File: src/rtl/uart_rx.sv
// UART receiver: 2-flop synchronized input, oversampled start/data/parity/stop framing.
// Define UART_RX_MAJORITY_EN to take each bit as a 2-of-3 vote around the bit centre.
module uart_rx #(
  parameter int unsigned OVERSAMPLE = 8
) (
  input  logic       clk,
  input  logic       rst,
  input  logic       rx_in,
  input  logic       par_en,
  input  logic       par_typ,
  output logic [7:0] p_data,
  output logic       data_valid,
  output logic       par_err,
  output logic       stp_err,
  output logic       busy
);

  localparam int unsigned CW = $clog2(OVERSAMPLE);
  localparam logic [CW-1:0] LAST = CW'(OVERSAMPLE - 1);

  typedef enum logic [2:0] {IDLE, START, DATA, PARITY, STOP} state_t;

  state_t      state, state_nxt;
  logic [CW-1:0] cnt, cnt_nxt;
  logic [2:0]  idx, idx_nxt;
  logic [7:0]  shreg, shreg_nxt;
  logic [7:0]  p_data_nxt;
  logic        pen_q, pen_nxt, ptyp_q, ptyp_nxt;
  logic        par_bad, par_bad_nxt;
  logic        dv_nxt, pe_nxt, se_nxt;
  logic        rx_meta, rx_s;
  logic        bit_val, exp_par;

`ifdef UART_RX_MAJORITY_EN
  localparam logic [CW-1:0] EARLY  = CW'(OVERSAMPLE / 2 - 1);
  localparam logic [CW-1:0] MID    = CW'(OVERSAMPLE / 2);
  localparam logic [CW-1:0] DECIDE = CW'(OVERSAMPLE / 2 + 1);
  logic v_early, v_mid;

  always_ff @(posedge clk or negedge rst) begin
    if (!rst) begin
      v_early <= 1'b1;
      v_mid   <= 1'b1;
    end else begin
      if (cnt == EARLY) v_early <= rx_s;
      if (cnt == MID)   v_mid   <= rx_s;
    end
  end

  assign bit_val = (v_early & v_mid) | (v_early & rx_s) | (v_mid & rx_s);
`else
  localparam logic [CW-1:0] DECIDE = CW'(OVERSAMPLE / 2);
  assign bit_val = rx_s;
`endif

  assign exp_par = ptyp_q ? ^shreg : ~^shreg;
  assign busy    = (state != IDLE);

  always_ff @(posedge clk or negedge rst) begin
    if (!rst) begin
      rx_meta    <= 1'b1;
      rx_s       <= 1'b1;
      state      <= IDLE;
      cnt        <= '0;
      idx        <= '0;
      shreg      <= '0;
      p_data     <= '0;
      pen_q      <= 1'b0;
      ptyp_q     <= 1'b0;
      par_bad    <= 1'b0;
      data_valid <= 1'b0;
      par_err    <= 1'b0;
      stp_err    <= 1'b0;
    end else begin
      rx_meta    <= rx_in;
      rx_s       <= rx_meta;
      state      <= state_nxt;
      cnt        <= cnt_nxt;
      idx        <= idx_nxt;
      shreg      <= shreg_nxt;
      p_data     <= p_data_nxt;
      pen_q      <= pen_nxt;
      ptyp_q     <= ptyp_nxt;
      par_bad    <= par_bad_nxt;
      data_valid <= dv_nxt;
      par_err    <= pe_nxt;
      stp_err    <= se_nxt;
    end
  end

  always_comb begin
    state_nxt   = state;
    cnt_nxt     = cnt + 1'b1;
    idx_nxt     = idx;
    shreg_nxt   = shreg;
    p_data_nxt  = p_data;
    pen_nxt     = pen_q;
    ptyp_nxt    = ptyp_q;
    par_bad_nxt = par_bad;
    dv_nxt      = 1'b0;
    pe_nxt      = 1'b0;
    se_nxt      = 1'b0;
    case (state)
      IDLE: begin
        cnt_nxt = '0;
        if (!rx_s) begin
          state_nxt   = START;
          pen_nxt     = par_en;
          ptyp_nxt    = par_typ;
          par_bad_nxt = 1'b0;
          idx_nxt     = '0;
        end
      end
      START: begin
        if (cnt == DECIDE && bit_val) begin
          state_nxt = IDLE;
          cnt_nxt   = '0;
        end else if (cnt == LAST) begin
          state_nxt = DATA;
          cnt_nxt   = '0;
          idx_nxt   = '0;
        end
      end
      DATA: begin
        if (cnt == DECIDE) shreg_nxt[idx] = bit_val;
        if (cnt == LAST) begin
          cnt_nxt = '0;
          idx_nxt = idx + 1'b1;
          if (idx == 3'd7) state_nxt = pen_q ? PARITY : STOP;
        end
      end
      PARITY: begin
        if (cnt == DECIDE) par_bad_nxt = (bit_val != exp_par);
        if (cnt == LAST) begin
          cnt_nxt   = '0;
          state_nxt = STOP;
        end
      end
      STOP: begin
        // Leave at the sample point so a start bit right after the stop bit is caught.
        if (cnt == DECIDE) begin
          state_nxt = IDLE;
          cnt_nxt   = '0;
          if (!bit_val)     se_nxt = 1'b1;
          else if (par_bad) pe_nxt = 1'b1;
          else begin
            dv_nxt     = 1'b1;
            p_data_nxt = shreg;
          end
        end
      end
      default: begin
        state_nxt = IDLE;
        cnt_nxt   = '0;
      end
    endcase
  end

endmodule

File: config.mk
export PLATFORM = sky130hd
export DESIGN_NAME = uart_rx
export DESIGN_NICKNAME = d
export VERILOG_FILES = /design/src/rtl/uart_rx.sv
export SDC_FILE = /design/constraint.sdc
export NUM_CORES = 1
export LEC_CHECK = 0
export ABC_CLOCK_PERIOD_IN_PS = 2320
export BUFFER_PORTS_ARGS = -buffer_cell sky130_fd_sc_hd__buf_4
export CELL_PAD_IN_SITES_DETAIL_PLACEMENT = 0
export CELL_PAD_IN_SITES_GLOBAL_PLACEMENT = 1
export CORE_UTILIZATION = 46
export DETAILED_ROUTE_END_ITERATION = 8
export GPL_TIMING_DRIVEN = 0
export HOLD_SLACK_MARGIN = 0.15
export PLACE_DENSITY = 0.82
export SKIP_CTS_REPAIR_TIMING = 1
export SYNTH_ARGS = -nofsm -noshare
export SYNTH_HDL_FRONTEND = slang
export SYNTH_SLANG_ARGS = --single-unit
File: constraint.sdc
create_clock -name clk -period 2.32 [get_ports clk]
set_clock_uncertainty 0.05 [all_clocks]
set_input_delay 0.232 -clock clk [delete_from_list [all_inputs] [get_ports clk]]
set_output_delay 0.232 -clock clk [all_outputs]
set_load 0.02 [all_outputs]
==> run metrics, run 1 <==
synth top area cells dfrtp_1, mux2_2, ha_1, xnor2_1, dfstp_2; Post-synth EDFFs 0; P_leak 0.912 nW; Worst VDD drop 523 uV; Sw Pwr 0.670 mW; Net count, final 177; Wirelength per Cell 14.1 um; # port buffers 16; first-pass GRT wire length 4840 um; Top Ports 17; Mapped Area 0.00163 sq mm; Pwr Density 951 mW/mm^2; clock network power share 0.200; WP depth 5; Final Critical Period 2.07 ns; Slowest-stage cell, CP nor4b_1; Core Box Area 0.00336 sq mm; worst skew pair latency 0.34 ns; Worst-path clk slew 0.11 ns; worst relative slew slack 0.638; DRT antenna net count 0; Worst Setup Slack, final 0.251 ns; Via Count 1,132; Mean Syn Cell Area 11.7 sq um; Post-synth ARST share 1.00; Slew @ Worst Pin 0.542 ns; FF-to-FF path depth 5; total CTS buffers 5; WP data required 2.49 ns; post-synth cell types 37; Final Hold Violating Endpoints 0; largest net degree at the start of global routing 34; Flop pwr share 0.421; area grow syn2layout 18.0%; Critical Path, Cell by Cell clkbuf_1, nor4b_1, nand2_1, nor3_1, mux2_2; number of synthesized register bits 33; Synth top cells by count dfrtp_1, mux2_2, o21ai_0; total gr overflow 0; predominant post-synthesis flop cell dfrtp_1; post-DR vias/cell 5.31; layout cell share with drive strength beyond 1 0.293; total power 1.83 mW; setup TNS 0 ns; Clock Path Buffers 2; Synthesized Nets 150; xor and xnor area share after synthesis 0.0514; status finished, final reports clean; overall die area 0.00379 sq mm; clk root buf clkbuf_4; Place WS -0.128 ns; Rows 21; switching portion of total power 0.366; Yosys warning count 0; Largest stage delay, worst path 0.47 ns; M1 GR Usage 0.240; Synth area leader dfrtp_1; critical path launch point type register; initial antenna violation count 0; crit-path leading delay family simple AND/OR/NAND/NOR gates; GRT Util Overall 0.184; CTS tree yes; diode count 0; Post-Syn Instances 139; H-tree depth 2; Combinational Power Share 0.379; unrepaired setup endpoints after global routing false; critical path type reg -> reg; die width 61.5 um; internal power 1.16 mW; post-synthesis adder-cell area fraction 0.0460; mux cell area share after synthesis 0.137; fmax 0.483 GHz; max_cap viols 0; Final Non-Filler Cells 213; Post-Synth Simple-Gate Area 0.127; number of global-route vias before repair 1,030; Crit. End Element register; dpl hpwl 2100 um; Initial Util 0.485; Post-Place Cells 201; Critical Path AT 2.24 ns; Yosys top cell area share 0.476; largest family of logic cells by synthesized area multiplexers; CTS Sinks 33; grt met3 use 0.0672; final WL 2990 um; Synth Area in Compound Gates 0.103; critical-path maximum fanout 10; Final Slew Violations 0; Post-route DRC 0; Tcrit/Tclk final 0.892; HP Class in -> async; router iterations before antenna repair 4; met2 usage 0.267; routability cong. 0.853; most numerous cell in the Yosys netlist dfrtp_1; most used routing layer met2; DRT iter0 DRCs 47; Die Ht 61.5 um; worst path bufs/invs 1; # setup viols final 0; post-synthesis sequential area ratio 0.508; hold slack final 0.305 ns
cells by family (layout without fill, tap and decap cells):
family          Yosys count  in the layout
compound gates           25             25
xor+xnor                  8              8
fa+ha+maj                 6              6
buf+inv                  11             39
flops                    33             33
mux                      20             20
simple gates             36             36
flip-flops by register name, indices dropped and copies added, names as in the netlist:
signal / cells
idx: 3
stp_err: 1
par_err: 1
pen_q: 1
bit_val: 1
state: 3
p_data: 8
ptyp_q: 1
rx_meta: 1
cnt: 3
shreg: 8
par_bad: 1
data_valid: 1
cell type report:
class,instances,area [sq um]
fillers,307,1440
clock buffers,7,65.1
inverters,6,22.5
multi-input cells,95,764
flip-flops and latches,33,828
clock inverters,1,5.00
repair buffers,20,160
well taps,46,57.6
plain buffers,5,21.3
power groups by stage:
stage                     Combinational (mW)  Clock [mW]  Sequential, mW
after floorplan                        0.529           0           0.751
after global placement                 0.667           0           0.772
after detailed placement               0.681           0           0.775
after CTS                              0.685       0.379           0.764
after global routing                   0.775       0.405           0.785
final                                  0.694       0.366           0.770
stage by stage:
step | util | instance area, sq um
floorplan | - | 1630
CTS | 0.558 | 1880
detailed placement | 0.538 | 1810
finish | 0.572 | 1920
global placement | 0.538 | 1810
global route | 0.572 | 1920
worst paths after layout:
path / from / slack [ns] / end
max: state[2] / 0.25 / shreg[2]
min: rst / 0.31 / pen_q
max reg2reg: state[2] / 0.25 / shreg[2]
min reg2reg: rx_meta / 0.31 / bit_val
max in group asynchronous: rst / 1.57 / bit_val
min in group clk: rx_meta / 0.31 / bit_val
routing by layer:
metal	wire [um]	part of all wire	vias up
li1	-	-	557
met1	1420	0.48	537
met2	1370	0.46	28
met3	140	0.047	10
met4	61	0.020	0
met5	0	0	-
layout by cell type (no fill, tap or decap), drive strengths merged, types with 4 or more instances in the layout:
cell type / count
xnor2: 7
nand2: 5
dlygate4sd3: 4
ha: 6
inv: 6
o21ai: 8
clkbuf: 11
mux2: 19
buf: 17
nor2: 4
dfrtp: 31
nor3: 8
Note: power is estimated with default switching activity, not from simulation.
==> run 2, diff against run 1 <==
--- a/config.mk
+++ b/config.mk
@@ -5,8 +5,8 @@
 export SDC_FILE = /design/constraint.sdc
 export NUM_CORES = 1
 export LEC_CHECK = 0
-export ABC_CLOCK_PERIOD_IN_PS = 2320
-export BUFFER_PORTS_ARGS = -buffer_cell sky130_fd_sc_hd__buf_4
+export ABC_CLOCK_PERIOD_IN_PS = 1990
+export BUFFER_PORTS_ARGS = -buffer_cell sky130_fd_sc_hd__buf_2
 export CELL_PAD_IN_SITES_DETAIL_PLACEMENT = 0
 export CELL_PAD_IN_SITES_GLOBAL_PLACEMENT = 1
 export CORE_UTILIZATION = 46
==> constraint.sdc (replaced) <==
create_clock -name clk -period 1.99 [get_ports clk]
set_clock_uncertainty 0.05 [all_clocks]
set_input_delay 0.199 -clock clk [delete_from_list [all_inputs] [get_ports clk]]
set_output_delay 0.199 -clock clk [all_outputs]
set_load 0.02 [all_outputs]
==> run 2 against run 1 <==
Compared with the run above: design area fell by 0.59%; utilization is 0.33 points lower; wire length rose by 3.2%; non-clock buffer count increased by 1; global-route usage shrank 0.16 points; critical path depth fell by 2; critical path type is now reg -> out; largest power group unchanged.
==> run metrics, run 2 (synthesis results as in run 1) <==
grt met3 use 0.0567 (was 0.0672); total CTS buffers 5 (unchanged); worst relative slew slack 0.519 (was 0.638); worst skew pair latency 0.34 ns (about the same); hold slack final 0.312 ns (was 0.305 ns); Die Ht 61.5 um (unchanged); DRT antenna net count 0 (unchanged); Worst-path clk slew 0.11 ns (about the same); met2 usage 0.266 (was 0.267); Top Ports 17 (unchanged); Post-route DRC 0 (unchanged); overall die area 0.00379 sq mm (unchanged); critical path launch point type register (unchanged); Via Count 1,151 (was 1,132); Wirelength per Cell 14.4 um (was 14.1 um); Final Hold Violating Endpoints 0 (unchanged); critical-path maximum fanout 10 (unchanged); CP Capture Point busy (was shreg[2]); CTS tree yes (unchanged); HP Class reg -> reg (was in -> async); commonest non-fill, non-tap cells in the layout dfrtp_1, mux2_2, buf_2, o21ai_0, xnor2_1 (was dfrtp_1, mux2_2, buf_4, o21ai_0); final WL 3090 um (was 2990 um); Rows 21 (unchanged); Critical Path AT 1.66 ns (was 2.24 ns); area grow syn2layout 17.3% (was 18.0%); Top Registers p_data: 8 flops, shreg: 8 flops (unchanged); capturing point of the worst reg2reg path state[1] (was shreg[2]); diode count 0 (unchanged); Final Slew Violations 0 (unchanged); post-DR vias/cell 5.38 (was 5.31); M1 GR Usage 0.250 (was 0.240); Fillers 303 (was 307); initial antenna violation count 0 (unchanged); unrepaired setup endpoints after global routing true (was false); total gr overflow 0 (unchanged); layout cell share with drive strength beyond 1 0.310 (was 0.293); Clock Path Buffers 2 (unchanged); status finished, final reports clean (unchanged); Crit. End Element output pin (was register); critical path type reg -> out (was reg -> reg); GRT Util Overall 0.182 (was 0.184); max_cap viols 0 (unchanged); routability cong. 0.862 (was 0.853); first-pass GRT wire length 4860 um (was 4840 um); setup TNS 0 ns (unchanged); router iterations before antenna repair 4 (unchanged); Worst VDD drop 419 uV (was 523 uV); DRT iter0 DRCs 39 (was 47); Tcrit/Tclk final 0.958; P_leak 0.910 nW (was 0.912 nW); # setup viols final 0 (unchanged); Final Critical Period 1.91 ns; Net count, final 178 (was 177); Crit Reg-Reg Startpoint cnt[0] (was state[2]); most common cell after layout, fill and taps aside dfrtp_1 (unchanged); fmax 0.525 GHz; most used routing layer met2 (unchanged); FF-to-FF path depth 6 (was 5); dpl hpwl 2080 um (was 2100 um); Pwr Density 1100 mW/mm^2 (was 951 mW/mm^2); WP data required 1.74 ns (was 2.49 ns); number of global-route vias before repair 1,033 (was 1,030); largest net degree at the start of global routing 34 (unchanged); Worst Setup SP state[2] (unchanged); Reg2Reg Setup Slack 0.09 ns (was 0.25 ns); H-tree depth 2 (unchanged); clk root buf clkbuf_4 (unchanged); die width 61.5 um (unchanged); CTS Sinks 33 (unchanged); total power 2.10 mW (was 1.83 mW); Slew @ Worst Pin 0.721 ns (was 0.542 ns); Core Box Area 0.00336 sq mm (unchanged); Initial Util 0.485 (unchanged); # port buffers 16 (unchanged)
-- run 2: changes by cell type in the layout (fill, tap and decap cells not counted), sizes merged --
| cell | change |
|---|---|
| clkinvlp | +1 |
| buf | +1 |
| clkbuf | -2 |
| clkinv | +1 |
-- run 2: how the worst min path moves through the flow --
stage / start / end / cells after the start
after floorplan: rst / cnt[0] / 0
after global placement: rst / pen_q / 1
after detailed placement: rst / pen_q / 1
after CTS: rst / pen_q / 1
after global routing: rx_meta / bit_val / 0
final: rx_meta / bit_val / 0
-- run 2: per-stage QoR --
step / setup WS, ns / instances / instance area [sq um] / util
final: 0.0839 / 214 / 1910 / 0.569
after global routing: -0.0286 / 214 / 1910 / 0.569
after CTS: -0.193 / 209 / 1820 / 0.542
after detailed placement: -0.187 / 201 / 1770 / 0.526
after global placement: -0.173 / 201 / 1770 / 0.526
after floorplan: 0.0340 / 139 / 1630 / -
-- run 2: final cells by class --
class | count | area, sq um | share of cell area
buffer | 5 | 21.3 | 0.0111
clock buffer | 5 | 37.5 | 0.0196
clock inverter | 3 | 17.5 | 0.00916
inverter | 6 | 22.5 | 0.0118
multi-input combinational | 95 | 788 | 0.412
sequential | 33 | 828 | 0.433
tap | 46 | 57.6 | 0.0301
timing repair buffer | 21 | 140 | 0.0733
-- run 2: power breakdown --
group          switching, mW  total, mW  internal [mW]
combinational          0.461      0.832          0.370
sequential             0.119      0.899          0.780
clock                  0.240      0.373          0.133
-- run 2: critical path, stage by stage (launching register included) --
cell and delay [ns]:
dfrtp_1 0.46, clkbuf_1 0.26, or3_1 0.41, buf_2 0.18
-- run 2: metal layers --
metal	vias up	wire length (um)
met5	-	0
li1	560	-
met3	5	121
met4	0	55
met2	24	1420
met1	562	1490
